### config.mk
export PLATFORM = sky130hd
export DESIGN_NAME = ps2_host_tx
export DESIGN_NICKNAME = d
export VERILOG_FILES = /design/src/rtl/ps2_pkg.sv /design/src/rtl/ps2_sync_edge.sv /design/src/rtl/ps2_host_tx.sv
export SDC_FILE = /design/constraint.sdc
export NUM_CORES = 1
export LEC_CHECK = 0
export CAP_MARGIN = 20
export CELL_PAD_IN_SITES_DETAIL_PLACEMENT = 1
export CELL_PAD_IN_SITES_GLOBAL_PLACEMENT = 1
export CORE_MARGIN = 2
export CORE_UTILIZATION = 45
export DETAILED_ROUTE_END_ITERATION = 16
export GPL_TIMING_DRIVEN = 0
export MAX_ROUTING_LAYER = met4
export PLACE_DENSITY = 0.87
export SYNTH_ARGS = -nofsm -noshare
export SYNTH_HDL_FRONTEND = slang
export SYNTH_SLANG_ARGS = --single-unit
export TNS_END_PERCENT = 5
### constraint.sdc
create_clock -name clk -period 2.5 [get_ports clk]
set_clock_uncertainty 0.15 [all_clocks]
set_input_delay 0.375 -clock clk [delete_from_list [all_inputs] [get_ports clk]]
set_output_delay 0.375 -clock clk [all_outputs]
set_load 0.02 [all_outputs]
### src/rtl/ps2_pkg.sv
// PS/2 host transmit shared types and constants.
// Holds the FSM state enum, frame sizes and a us-to-cycles helper.
package ps2_pkg;

  typedef enum logic [2:0] {
    ST_IDLE,
    ST_INHIBIT,
    ST_RTS,
    ST_SHIFT,
    ST_ACK,
    ST_WAIT_IDLE
  } state_t;

  localparam int unsigned FRAME_EDGES = 11;
  localparam int unsigned DATA_BITS   = 8;

  function automatic int unsigned us_to_cycles(
    input int unsigned hz,
    input int unsigned us
  );
    return (hz / 1000000) * us;
  endfunction

endpackage

### src/rtl/ps2_sync_edge.sv
// Two-flop synchronizer for a PS/2 line plus a falling-edge pulse.
// Flops reset high because an idle PS/2 line floats high.
module ps2_sync_edge (
  input  logic clk,
  input  logic reset,
  input  logic i_line,
  output logic o_level,
  output logic o_fall
);

  logic [2:0] r_sh;

  always_ff @(posedge clk or negedge reset) begin
    if (!reset) r_sh <= '1;
    else        r_sh <= {r_sh[1:0], i_line};
  end

  assign o_level = r_sh[1];
  assign o_fall  = r_sh[2] & ~r_sh[1];

endmodule

### src/rtl/ps2_host_tx.sv
// PS/2 host-to-device byte transmitter (inhibit, RTS, 11-edge frame, ACK).
// Define PS2_TX_TIMEOUT_EN to add the per-edge watchdog.
module ps2_host_tx
  import ps2_pkg::*;
#(
  parameter int unsigned CLK_FREQ_HZ = 100000000,
  parameter int unsigned INHIBIT_US  = 100,
  parameter int unsigned TIMEOUT_US  = 15000
) (
  input  logic       clk,
  input  logic       reset,
  input  logic       tx_valid,
  input  logic [7:0] tx_data,
  output logic       tx_ready,
  input  logic       ps2_clk_in,
  input  logic       ps2_data_in,
  output logic       ps2_clk_oe,
  output logic       ps2_data_oe,
  output logic       tx_done,
  output logic       tx_error
);

  localparam int unsigned INH_CYC =
    us_to_cycles(CLK_FREQ_HZ, INHIBIT_US);
  localparam int unsigned TO_CYC =
    us_to_cycles(CLK_FREQ_HZ, TIMEOUT_US);
  localparam int unsigned CNT_MAX =
    (TO_CYC > INH_CYC) ? TO_CYC : INH_CYC;
  localparam int TW = $clog2(CNT_MAX + 1);
  // RTS holds the clock low one more cycle, so INHIBIT ends early
  localparam logic [TW-1:0] INH_LAST = TW'(INH_CYC - 2);
`ifdef PS2_TX_TIMEOUT_EN
  localparam logic [TW-1:0] TO_LAST = TW'(TO_CYC - 1);
`endif

  state_t          r_state;
  logic [TW-1:0]   r_cnt;
  logic [3:0]      r_edges;
  logic [7:0]      r_shift;
  logic            r_par;
  logic [1:0]      r_dsync;
  logic            w_clk_lvl;
  logic            w_clk_fall;
  logic            w_data_lvl;

  ps2_sync_edge u_clk_sync (
    .clk     (clk),
    .reset   (reset),
    .i_line  (ps2_clk_in),
    .o_level (w_clk_lvl),
    .o_fall  (w_clk_fall)
  );

  assign w_data_lvl = r_dsync[1];

  always_ff @(posedge clk or negedge reset) begin
    if (!reset) begin
      r_state     <= ST_IDLE;
      r_cnt       <= '0;
      r_edges     <= '0;
      r_shift     <= '0;
      r_par       <= 1'b0;
      r_dsync     <= '1;
      tx_ready    <= 1'b1;
      ps2_clk_oe  <= 1'b0;
      ps2_data_oe <= 1'b0;
      tx_done     <= 1'b0;
      tx_error    <= 1'b0;
    end else begin
      r_dsync  <= {r_dsync[0], ps2_data_in};
      tx_done  <= 1'b0;
      tx_error <= 1'b0;
      unique case (r_state)
        ST_IDLE: begin
          if (tx_valid && tx_ready) begin
            r_shift    <= tx_data;
            r_par      <= ~^tx_data;
            r_cnt      <= '0;
            ps2_clk_oe <= 1'b1;
            tx_ready   <= 1'b0;
            r_state    <= ST_INHIBIT;
          end
        end
        ST_INHIBIT: begin
          if (r_cnt == INH_LAST) begin
            r_cnt       <= '0;
            ps2_data_oe <= 1'b1;
            r_state     <= ST_RTS;
          end else begin
            r_cnt <= r_cnt + 1'b1;
          end
        end
        ST_RTS: begin
          ps2_clk_oe <= 1'b0;
          r_edges    <= '0;
          r_state    <= ST_SHIFT;
        end
        ST_SHIFT: begin
          if (w_clk_fall) begin
            r_edges <= r_edges + 1'b1;
            if (r_edges < 4'(DATA_BITS)) begin
              ps2_data_oe <= ~r_shift[0];
              r_shift     <= r_shift >> 1;
            end else if (r_edges == 4'(DATA_BITS)) begin
              ps2_data_oe <= ~r_par;
            end else begin
              ps2_data_oe <= 1'b0;
              r_state     <= ST_ACK;
            end
          end
        end
        ST_ACK: begin
          if (w_clk_fall) begin
            r_edges <= 4'(FRAME_EDGES);
            if (w_data_lvl) begin
              tx_error <= 1'b1;
              tx_ready <= 1'b1;
              r_state  <= ST_IDLE;
            end else begin
              r_state <= ST_WAIT_IDLE;
            end
          end
        end
        ST_WAIT_IDLE: begin
          if (w_clk_lvl && w_data_lvl) begin
            tx_done  <= 1'b1;
            tx_ready <= 1'b1;
            r_state  <= ST_IDLE;
          end
        end
        default: r_state <= ST_IDLE;
      endcase
`ifdef PS2_TX_TIMEOUT_EN
      // Watchdog restarts on every device clock edge
      if (r_state inside {ST_RTS, ST_SHIFT, ST_ACK, ST_WAIT_IDLE}) begin
        if (w_clk_fall) begin
          r_cnt <= '0;
        end else if (r_cnt == TO_LAST) begin
          r_cnt       <= '0;
          ps2_clk_oe  <= 1'b0;
          ps2_data_oe <= 1'b0;
          tx_done     <= 1'b0;
          tx_error    <= 1'b1;
          tx_ready    <= 1'b1;
          r_state     <= ST_IDLE;
        end else begin
          r_cnt <= r_cnt + 1'b1;
        end
      end
`endif
    end
  end

endmodule

==> out/metrics.cfg <==
[synthesis]
synth_edf_count = 0
yosysUniqueCellTypes = 52
synth_seq_cells = 47
syn-num-nets = 293
synth-main-ff-cell = dfrtp_1
synth_area_per_cell_um2 = 9.31
synthArstFlopShare_pct = 100
yosysWarningCount = 0
netlist_area_um2 = 2570
synth.yosys.seq_area_share_pct = 46.1
synthCells = 276

[worst_setup_path]
r2r-start = r_cnt[0]
critPathMaxFanout = 10
critPathCaptureType = flip-flop
reg2reg_depth = 9
rr_endpoint = r_cnt[9]
critPathRequiredTime_ps = 2510
rrSetupSlack_ps = 160
crit_arrival_ps = 2350
crit_type = flip-flop to flip-flop
worstSetupStartpoint = r_cnt[0]
startpoint_type = flip-flop

[floorplanning]
die_w_um = 79.6
initial_core_util_pct = 46.7
die_y_um = 79.6
pin_count = 18
rows = 27
die-area_um2 = 6330
core_um2 = 5510

[sta]
relSlewSlack_pct = 61.4
period_share_pct = 93.5
hold_violations = 0
rsz0062_at_grt = false
slew_violations = 0
layout_min_cycle_time_ps = 2340
setup_total_negative_slack_ps = 0
max_freq_mhz = 428
setup_violations = 0
timing.final.ws_setup_ps = 163
holdWs_ps = 210
tightest_slew_ps = 579

[hold_path]
worstHoldEndpoint = r_dsync[1]
min_path_type = flip-flop to flip-flop
hold_path.startpoint = r_dsync[0]
hold-path-cell-count = 0

[placement]
pre_cts_ws_ps = 35.1
placed_area_um2 = 2850
placedCellCount = 366
io_buffers = 17
post-dp-hpwl_um = 4760
gp_congestion = 0.837

[grt]
gr-total-overflow = 0
track_usage_pct = 24.0
grt_pass1_vias = 2313
grt_max_degree = 26
grt_pass1_wl_um = 11400
antenna_found_initial = 0

[detailed_routing]
drcViolationCount = 0
ant_nets = 0
drt-initial-drc-count = 104
wl_per_cell_um = 17.6
drt_wl_total_um = 6590
vias = 2249
viasPerCell = 6.00
dr.pass1.iters = 4

[clock_tree]
clk_pin_slew_ps = 100
cts_tree = built
post_cts.repair.setup_buffers = 0
clkLatencyLatePin_ps = 310
cts_sinks = 47
cts_made_buffers = 5
ctsLongestPathBuffers = 2
cts-htree-levels = 2
root_buffer = clkbuf_8

[run]
max_cap_viol_count = 0

[run_status]
outcome = complete, no violations

[cells_and_area]
syn2layout_area_growth_pct = 15.2
num-nets-final = 319
final_util_pct = 53.8
final_cell_area_um2 = 2960
drive_gt1_share_pct = 11.9
diodes = 0
nFillCells = 648
final_cells = 375

[pwr]
p_leak_nw = 1.31
irDropWorstVdd_v = 0.000367
power_density_nw_per_um2 = 452
total_power_mw = 1.34

==> worst max-delay path, stage by stage (launching register included) <==
cell and delay [ps]:
dfrtp_1 450, inv_1 90, ha_1 140, or3b_2 490
nor4_4 190, a21oi_2 160, buf_6 170, buf_6 140
a21oi_1 130, a31oi_1 70
==> layout make-up <==
cell class              count  area [um2]  area share, %
clock buffers               5        68.8           2.32
repair buffers             19         203           6.85
clock inverters             3        25.0          0.845
plain buffers              15        88.8           3.00
flip-flops and latches     47        1180           40.0
multi-input cells         206        1270           42.9
inverters                   8        30.0           1.01
well taps                  72        90.1           3.04
==> cells in the mapped netlist (6+ instances only) <==
master	count	area share [%]
nor2_1	26	3.8
nand2_1	26	3.8
inv_1	7	1.0
a21oi_1	26	5.1
dfstp_2	6	6.1
o21ai_0	9	1.8
nor3_1	6	1.2
mux2i_1	7	2.7
nand3_1	18	3.5
nand2b_1	8	1.9
a31oi_1	15	3.7
xnor2_1	6	2.0
dfrtp_1	41	40
==> how the worst max path moves through the flow <==
stage	to	slack, ps	cells past startpoint
2_1_floorplan	r_cnt[3]	400	7
3_3_place_gp	ps2_clk_oe	-450	1
3_5_place_dp	r_shift[7]	40	5
4_1_cts	r_shift[7]	70	6
5_1_grt	r_shift[6]	2	7
6_report	r_cnt[9]	160	9
==> flip-flops by register name, indices dropped and copies added, names as in the netlist <==
| name | count |
|---|---|
| tx_done | 1 |
| u_clk_sync.r_sh | 3 |
| r_par | 1 |
| r_dsync | 2 |
| ps2_clk_oe | 1 |
| r_shift | 8 |
| r_cnt | 21 |
| ps2_data_oe | 1 |
| tx_ready | 1 |
| tx_error | 1 |
| r_state | 3 |
| r_edges | 4 |
==> what timing repair did <==
item,in CTS,in global routing
setup endpoints to repair,0,9
hold buffers,1,0
gates resized for setup,0,1
hold endpoints to repair,22,0
==> per-layer routing <==
| metal | track usage [%] | up-vias | share of wire [%] |
|---|---|---|---|
| met5 | - | - | 0 |
| met4 | 8.10 | 0 | 2.1 |
| met3 | 3.51 | 13 | 4.3 |
| met2 | 37.9 | 51 | 49 |
| met1 | 31.9 | 1126 | 44 |
| li1 | - | 1059 | - |
==> report_power, final <==
group | total, mW | switching [mW] | internal (mW)
logic | 0.0726 | 0.0363 | 0.0364
clock network | 0.495 | 0.294 | 0.201
registers | 0.771 | 0.00345 | 0.767
==> cell families (layout without fill, tap and decap cells) <==
kind of cell | Yosys count | in the layout | synth area share (%)
adder cells (fa/ha/maj) | 4 | 4 | 1.95
AND/OR/NAND/NOR | 108 | 108 | 22.2
XOR/XNOR | 7 | 7 | 2.39
AO/OA/AOI/OAI | 80 | 80 | 20.0
buffers and inverters | 23 | 50 | 4.62
multiplexers | 7 | 7 | 2.73
flip-flops | 47 | 47 | 46.1
==> placed cells by master, fill, tap and decap left out, types with 7 or more instances in the layout <==
master           count
a21oi_1             25
a31oi_1             15
clkdlybuf4s50_1     16
dfrtp_1             41
inv_1                7
mux2i_1              7
nand2_1             26
nand2b_1             8
nand3_1             18
nor2_1              26
o21ai_0              9
Power figures use the tool's default switching activity.
